===== config.mk =====
export PLATFORM = sky130hd
export DESIGN_NAME = dec_skid
export DESIGN_NICKNAME = d
export VERILOG_FILES = /design/src/rtl/dec_skid_pkg.sv /design/src/rtl/dec_skid_dec.sv /design/src/rtl/dec_skid.sv
export SDC_FILE = /design/constraint.sdc
export NUM_CORES = 1
export LEC_CHECK = 0
export CORE_MARGIN = 5
export CORE_UTILIZATION = 55
export DETAILED_ROUTE_END_ITERATION = 6
export DONT_BUFFER_PORTS = 1
export MAX_ROUTING_LAYER = met4
export PLACE_DENSITY = 0.7
export SETUP_SLACK_MARGIN = 0.02
export SKIP_CTS_REPAIR_TIMING = 1
export SLEW_MARGIN = 20
export SYNTH_ARGS = -nofsm -noshare
export SYNTH_HDL_FRONTEND = slang
export SYNTH_SLANG_ARGS = --single-unit

===== constraint.sdc =====
create_clock -name clk -period 2.2 [get_ports clk]
set_input_delay 0 -clock clk [delete_from_list [all_inputs] [get_ports clk]]
set_output_delay 0 -clock clk [all_outputs]
set_load 0.05 [all_outputs]

===== src/rtl/dec_skid_pkg.sv =====
// Shared types and helpers for the dec_skid index decoder.
// Contents: the skid FSM state encoding and an index-width helper.
// Optional feature macro: DEC_SKID_THERMO_EN (adds a thermometer mask alongside sel).
// The entry struct depends on W, so each module declares it locally with this layout:
//   sel (W bits), err (1 bit), mask (W bits, DEC_SKID_THERMO_EN only).
package dec_skid_pkg;

  // Skid FSM state: number of valid entries held (0, 1 or 2).
  typedef enum logic [1:0] {
    EMPTY = 2'd0,
    BUSY  = 2'd1,
    FULL  = 2'd2
  } state_t;

  // Encoded index width for a W-wide one-hot; at least one bit.
  function automatic int unsigned idx_width(input int unsigned w);
    return (w <= 1) ? 1 : $clog2(w);
  endfunction

endpackage


===== src/rtl/dec_skid_dec.sv =====
// Combinational binary-to-one-hot decoder with out-of-range detection.
// Ports:
//   idx  - encoded index
//   sel  - one-hot decode, all-zero when idx >= W
//   err  - idx >= W (only possible when W is not a power of two)
//   mask - (DEC_SKID_THERMO_EN only) bit i = (i < idx), all-ones on err
module dec_skid_dec
  import dec_skid_pkg::*;
#(
  parameter  int unsigned W     = 8,
  localparam int unsigned IDX_W = idx_width(W)
) (
  input  logic [IDX_W-1:0] idx,
  output logic [W-1:0]     sel,
`ifdef DEC_SKID_THERMO_EN
  output logic [W-1:0]     mask,
`endif
  output logic             err
);

  logic [31:0] idx_ext;

  assign idx_ext = 32'(idx);

  // Decode; an out-of-range index never matches any sel bit.
  always_comb begin
    sel = '0;
    err = (idx_ext >= W);
`ifdef DEC_SKID_THERMO_EN
    mask = '0;
`endif
    for (int i = 0; i < int'(W); i++) begin
      sel[i] = (idx_ext == 32'(i));
`ifdef DEC_SKID_THERMO_EN
      mask[i] = err | (idx_ext > 32'(i));
`endif
    end
  end

endmodule


===== src/rtl/dec_skid.sv =====
// Registered binary-to-one-hot decoder with a two-entry skid buffer.
// Full throughput with in_rdy_o driven only from registered state.
// Optional feature macro: DEC_SKID_THERMO_EN adds out_mask_o (thermometer of idx).
// Ports:
//   clk, arst_n  - clock, asynchronous active-low reset
//   in_vld_i     - input index valid
//   in_idx_i     - encoded index (IDX_W bits)
//   in_rdy_o     - block can accept (registered)
//   out_vld_o    - output valid
//   out_sel_o    - one-hot decode of accepted index
//   out_err_o    - accepted index was >= W; out_sel_o is zero
//   out_mask_o   - (DEC_SKID_THERMO_EN) bit i = (i < idx); all-ones on err
//   out_rdy_i    - downstream accepts
module dec_skid
  import dec_skid_pkg::*;
#(
  parameter  int unsigned W     = 8,
  localparam int unsigned IDX_W = idx_width(W)
) (
  input  logic             clk,
  input  logic             arst_n,
  input  logic             in_vld_i,
  input  logic [IDX_W-1:0] in_idx_i,
  output logic             in_rdy_o,
  output logic             out_vld_o,
  output logic [W-1:0]     out_sel_o,
  output logic             out_err_o,
`ifdef DEC_SKID_THERMO_EN
  output logic [W-1:0]     out_mask_o,
`endif
  input  logic             out_rdy_i
);

  typedef struct packed {
    logic [W-1:0] sel;
    logic         err;
`ifdef DEC_SKID_THERMO_EN
    logic [W-1:0] mask;
`endif
  } entry_t;

  state_t state_q;
  state_t state_d;
  logic   rdy_q;
  logic   vld_q;
  entry_t main_q;
  entry_t skid_q;
  entry_t dec_entry;

  logic accept;
  logic xfer;
  logic load_main;
  logic load_skid;
  logic move_skid;
  logic clear_main;

  // Input-side decode.
  dec_skid_dec #(
    .W (W)
  ) u_dec (
    .idx  (in_idx_i),
    .sel  (dec_entry.sel),
`ifdef DEC_SKID_THERMO_EN
    .mask (dec_entry.mask),
`endif
    .err  (dec_entry.err)
  );

  assign accept = in_vld_i & rdy_q;
  assign xfer   = vld_q & out_rdy_i;

  // State register; ready/valid flops track the next state so they stay registered.
  always_ff @(posedge clk or negedge arst_n) begin
    if (!arst_n) begin
      state_q <= EMPTY;
      rdy_q   <= 1'b1;
      vld_q   <= 1'b0;
    end else begin
      state_q <= state_d;
      rdy_q   <= (state_d != FULL);
      vld_q   <= (state_d != EMPTY);
    end
  end

  // Next-state logic.
  always_comb begin
    state_d = state_q;
    case (state_q)
      EMPTY: if (accept) state_d = BUSY;
      BUSY: begin
        if (accept && !xfer)      state_d = FULL;
        else if (!accept && xfer) state_d = EMPTY;
      end
      FULL:  if (xfer) state_d = BUSY;
      default: state_d = EMPTY;
    endcase
  end

  // Datapath controls per state.
  always_comb begin
    load_main  = 1'b0;
    load_skid  = 1'b0;
    move_skid  = 1'b0;
    clear_main = 1'b0;
    case (state_q)
      EMPTY: load_main = accept;
      BUSY: begin
        load_main  = accept & xfer;
        load_skid  = accept & ~xfer;
        clear_main = ~accept & xfer;
      end
      FULL:  move_skid = xfer;
      default: clear_main = 1'b1;
    endcase
  end

  // Main entry drives the outputs; cleared when the buffer drains.
  always_ff @(posedge clk or negedge arst_n) begin
    if (!arst_n) begin
      main_q <= '0;
    end else if (load_main) begin
      main_q <= dec_entry;
    end else if (move_skid) begin
      main_q <= skid_q;
    end else if (clear_main) begin
      main_q <= '0;
    end
  end

  // Skid entry absorbs the one accept that lands while main is stalled.
  always_ff @(posedge clk or negedge arst_n) begin
    if (!arst_n) begin
      skid_q <= '0;
    end else if (load_skid) begin
      skid_q <= dec_entry;
    end
  end

  assign in_rdy_o   = rdy_q;
  assign out_vld_o  = vld_q;
  assign out_sel_o  = main_q.sel;
  assign out_err_o  = main_q.err;
`ifdef DEC_SKID_THERMO_EN
  assign out_mask_o = main_q.mask;
`endif

endmodule


After elaboration in Yosys (flattened, before gate mapping)

Cells that the tools add are included.

Muxes and demuxes: 12
Equal/unequal tests: 10
$lt $le $gt $ge: 1
Reduce and logical (&&, ||, !) cells: 9
Bitwise logic cells: 7

Operators with widths:

| cell                                                | number |
|---|---|
| logical NOT 32 bit                                  | 1 |
| two-way mux 9 bit                                   | 3 |
| == test 3 bit, second input constant                | 4 |
| two-way mux 2 bit                                   | 4 |
| == test 3 x 2 -> 1 bit, second input constant       | 2 |
| one-hot mux 2 bit (3 select lines)                  | 1 |
| bitwise AND 1 bit                                   | 5 |
| >= comparator 3 x 4 -> 1 bit, second input constant | 1 |
| one-hot mux 1 bit (2 select lines)                  | 2 |
| == test 3 x 1 -> 1 bit, second input constant       | 1 |
| nonzero test 3 bit                                  | 1 |
| == test 2 x 1 -> 1 bit, second input constant       | 1 |
| == test 2 bit, second input constant                | 1 |
| logical AND 1 bit                                   | 2 |
| logical NOT 1 bit                                   | 2 |
| logical NOT 2 bit                                   | 1 |
| two-way mux 1 bit                                   | 2 |
| != test 2 bit, second input constant                | 1 |
| NOT 1 bit                                           | 2 |
| nonzero test 2 bit                                  | 1 |
| OR reduction 2 bit                                  | 1 |

Logic and storage cells: 46
Bits of input ports: 7
Output and inout bits: 11
Register bits: 22

Longest topological paths before layout

Depth after elaboration: 7
Depth in mapped cells: 6
Depth with buffers taken out: 4

Cells and area by module

From an unflattened synthesis, not the netlist that was laid out.

Cells, all modules: 92
Area total of the unflattened synthesis: 1061.0 sq um

By module, submodules not included:

| module       | cells an instance | sequential area each (sq um) | area each (sq um) | times used |
|---|---|---|---|---|
| dec_skid     | 82                | 551.8                        | 984.7             | 1 |
| dec_skid_dec | 10                | 0.0                          | 76.3              | 1 |

Least setup slack after synthesis

No wires, ideal clock.

Path type: register to register
From: register rdy_q (netlist: in_rdy_o)
To: register skid_q[1] in the netlist's numbering
Library setup time: 136 ps
Path slack: 451 ps
Cell stages (with the launch flop): 7
Required time: 2064 ps
Clock period less this slack: 1749 ps
Path buffers: 2
Arrival time: 1613 ps
Cell sequence: dfstp_2 nand2_1 or3b_1 buf_6 buf_6 nand2_1 o41ai_2

Cells in the longest elaborated chain, start to end: 3

RTL lines:

| what                   | RTL line        | RTL |
|---|---|---|
| from (decl)            | dec_skid.sv:44  | `logic rdy_q;` |
| from (signal assigned) | dec_skid.sv:80  | `rdy_q <= (state_d != FULL);` |
| bitwise AND 1 bit      | dec_skid.sv:69  | `assign accept = in_vld_i & rdy_q;` |
| bitwise AND 1 bit      | dec_skid.sv:109 | `load_skid = accept & ~xfer;` |
| two-way mux 1 bit      | dec_skid.sv:105 | `case (state_q)` |
| to (signal assigned)   | dec_skid.sv:135 | `skid_q <= dec_entry;` |
| to (decl)              | dec_skid.sv:47  | `entry_t skid_q;` |

No other way between the ends.
A chain may end at the register's enable or synchronous reset.

Worst setup path in the final report

From: register state_q[0]
To: register skid_q[6] in the netlist's numbering

Cells in the longest elaborated chain, start to end: 2

RTL lines:

| what                   | RTL line        | RTL |
|---|---|---|
| from (decl)            | dec_skid.sv:42  | `state_t state_q;` |
| from (signal assigned) | dec_skid.sv:79  | `state_q <= state_d;` |
| == test 2 x 1 -> 1 bit | dec_skid.sv:105 |  |
| two-way mux 1 bit      | dec_skid.sv:105 |  |

No other way between the ends.

==> results.yml <==
global_route:
  grt_overflow: 0
  grt_pass1_wl_um: 2740
  grt_use_total_pct: 14.6
  grt_pass1_vias: 593
  antenna_found_initial: 0
  grt_max_degree: 21
power_and_ir_drop:
  p_per_area_mw_per_mm2: 1410
  irDropWorstVdd_mv: 1.11
  p_leak_nw: 0.467
cells_and_area:
  regArea_um2: 502
  drive_gt1_share_pct: 13.7
  postLayoutCellArea_mm2: 0.00103
  fillers: 117
  diodes: 0
  fin_nets: 103
  final_common_cell: "dfrtp_1"
  final_util_pct: 66.0
  syn_to_final_growth_pct: 11.1
  multi_input_area_um2: 370
  layout_common_cells: "dfrtp_1, nand2_1, nor2_1, a221o_1, dlygate4sd3_1"
critical_path:
  cp.arrival_ns: 1.95
  reg2reg_slack_ns: 0.45
  path_cells: "a21boi_2, or3b_1, o31ai_1"
  reg2reg_from: "state_q[0]$_DFF_PN0_"
  end_kind: "register"
  crit_path_max_incr_delay_ns: 0.63
  timing.rr.end: "skid_q[6]$_DFFE_PN0P_"
  path_delay_family: "simple AND/OR/NAND/NOR gates"
  worstPathMaxFanout: 17
  crit_path_top_delay_cell: "or3b_1"
  cp_num_buf_inv: 0
  critPathKind: "register to register"
  crit_path_start_kind: "register"
  reg2reg_depth: 3
  cp.required_ns: 2.39
clock_tree:
  cts_made_buffers: 3
  h-tree-depth: 1
  clock_path_buffers: 2
  clk_latency_ns: 0.29
  root_buffer: "clkbuf_4"
  cts_num_sinks: 20
  cts_tree: "done"
  clkSlewWorstSetupHoldPaths_ns: 0.11
drt:
  dr.pass1.iters: 4
  num_vias: 706
  drc: 0
  wl_um: 1900
  drt_iter0_drc: 20
  drtAntennaViolNets: 0
  via_per_inst: 6.36
  wire_per_inst_um: 17.1
sta:
  slew_violations: 0
  slew-limit-headroom_pct: 39.6
  fin_skew_ns: 0.00739
  worst_slew_pin_slew_ns: 0.903
  period_minus_slack_ns: 1.75
  final_hold_viol_count: 0
  grt_setup_unrepaired: "no"
  fmax_mhz: 571
  fin_tns_setup_ns: 0
  setup_viol: 0
  post-route-period-util_pct: 79.6
floorplanning:
  core.rowCount: 14
  dieWidth_um: 51.0
  initial_utilization_pct: 59.4
  die-area_mm2: 0.00260
  io_pins: 18
  core_mm2: 0.00156
  die_height_um: 51.0
run:
  maxCapViolCount: 0
worst_hold_path:
  min_to: "out_sel_o[0]$_DFFE_PN0P_"
  holdCritStartpoint: "in_idx_i[0]"
  hp-class: "primary input to register"
  hold_depth: 2
placed_design:
  io_buffer_count: 0
  gp_congestion: 0.879
  place_area_um2: 922
  place_hpwl_um: 1210
synthesis:
  ys_types: 30
  synth_cells: 88
  ys_seq_area_share_pct: 54.2
  syn_nets: 95
  postSynthAreaPerCell_um2: 10.5
  yosys_warnings: 0
  ys_ff_latch: 20
  synth_area_um2: 926
status:
  run_status: "finished clean"
-- through the flow --
step / power [mW] / hold slack (ns) / cells / worst slack (ns)
after floorplan: 1.12 / -0.296 / 88 / 0.451
after detailed placement: 1.22 / -0.295 / 100 / 0.499
after global placement: 1.20 / -0.295 / 100 / 0.522
after CTS: 1.43 / -0.628 / 104 / 0.462
after global routing: 1.53 / 0.000929 / 111 / 0.338
final: 1.45 / 0.0241 / 111 / 0.448
-- sequential cells by signal, indices dropped and copies added (netlist names) --
register   count
skid_q         8
in_rdy_o       1
state_q        2
out_vld_o      1
out_sel_o      8
-- synthesized netlist by cell type --
master | number | area share [%]
o21ai_1 | 1 | 0.54
o21ai_2 | 2 | 1.9
o41ai_2 | 1 | 1.8
conb_1 | 1 | 0.41
and3_1 | 1 | 0.68
or3b_1 | 1 | 0.95
or3_1 | 1 | 0.68
dfrtp_1 | 19 | 51
nor2_1 | 8 | 3.2
buf_4 | 1 | 0.81
o31ai_1 | 4 | 3.2
nor3_1 | 4 | 2.2
a21boi_2 | 1 | 1.2
nor4_1 | 1 | 0.68
inv_1 | 2 | 0.81
dfstp_2 | 1 | 2.8
buf_6 | 2 | 2.4
nand3b_1 | 2 | 1.6
nand2_1 | 13 | 5.3
buf_1 | 1 | 0.41
a21oi_1 | 2 | 1.1
buf_2 | 1 | 0.54
o21ai_0 | 1 | 0.54
clkbuf_1 | 2 | 0.81
nand3_1 | 1 | 0.54
a221o_1 | 8 | 8.6
nand2b_1 | 3 | 2.0
o21a_1 | 1 | 0.81
o31ai_2 | 1 | 1.4
o22ai_1 | 1 | 0.68
-- kinds of logic (layout without fill, tap and decap cells) --
| kind of cell | Yosys count | in the layout | share of synthesized area, % |
|---|---|---|---|
| flops | 20 | 20 | 54.2 |
| other cells | 1 | 1 | 0.405 |
| simple gates | 35 | 35 | 17.8 |
| compound gates | 23 | 23 | 21.8 |
| buf+inv | 9 | 16 | 5.81 |
-- power by group --
| part | total [mW] | internal, mW | leakage, nW | switching, mW |
|---|---|---|---|---|
| Clock | 0.207 | 0.101 | 0.0210 | 0.106 |
| Sequential | 0.755 | 0.513 | 0.265 | 0.242 |
| Combinational | 0.486 | 0.189 | 0.181 | 0.297 |
-- worst register-to-register path: stages, from the launching register on --
cell and delay (ns):
dfrtp_1 0.44, a21boi_2 0.25, or3b_1 0.63, o31ai_1 0.34
-- metal layers --
metal  share of wire, %  wire (um)  vias to the layer above  GRT usage [%]
met5                  0          0                        -              -
met4               0.53         10                        0           5.38
met2                 46        873                       29           23.0
met1                 48        910                      344           17.6
li1                   -          -                      331              -
met3                5.7        109                        2           4.65
-- final cells by class --
class	instances	area share, %
Clock buffer	4	3.53
Multi-Input combinational cell	59	36.0
Sequential cell	20	48.8
Timing Repair Buffer	10	9.00
Tap cell	16	1.95
Inverter	2	0.730
-- worst max path at each step --
stage,start,endpoint,slack (ns),depth (start not counted)
finish,state_q[0]$_DFF_PN0_,skid_q[6]$_DFFE_PN0P_,0.45,3
global route,state_q[0]$_DFF_PN0_,skid_q[6]$_DFFE_PN0P_,0.34,3
CTS,state_q[0]$_DFF_PN0_,skid_q[6]$_DFFE_PN0P_,0.46,3
detailed placement,in_rdy_o$_DFF_PN1_,skid_q[6]$_DFFE_PN0P_,0.50,3
global placement,state_q[0]$_DFF_PN0_,skid_q[6]$_DFFE_PN0P_,0.52,3
floorplan,in_rdy_o$_DFF_PN1_,skid_q[1]$_DFFE_PN0P_,0.45,6
No activity file was read; power rests on OpenSTA's default activity.
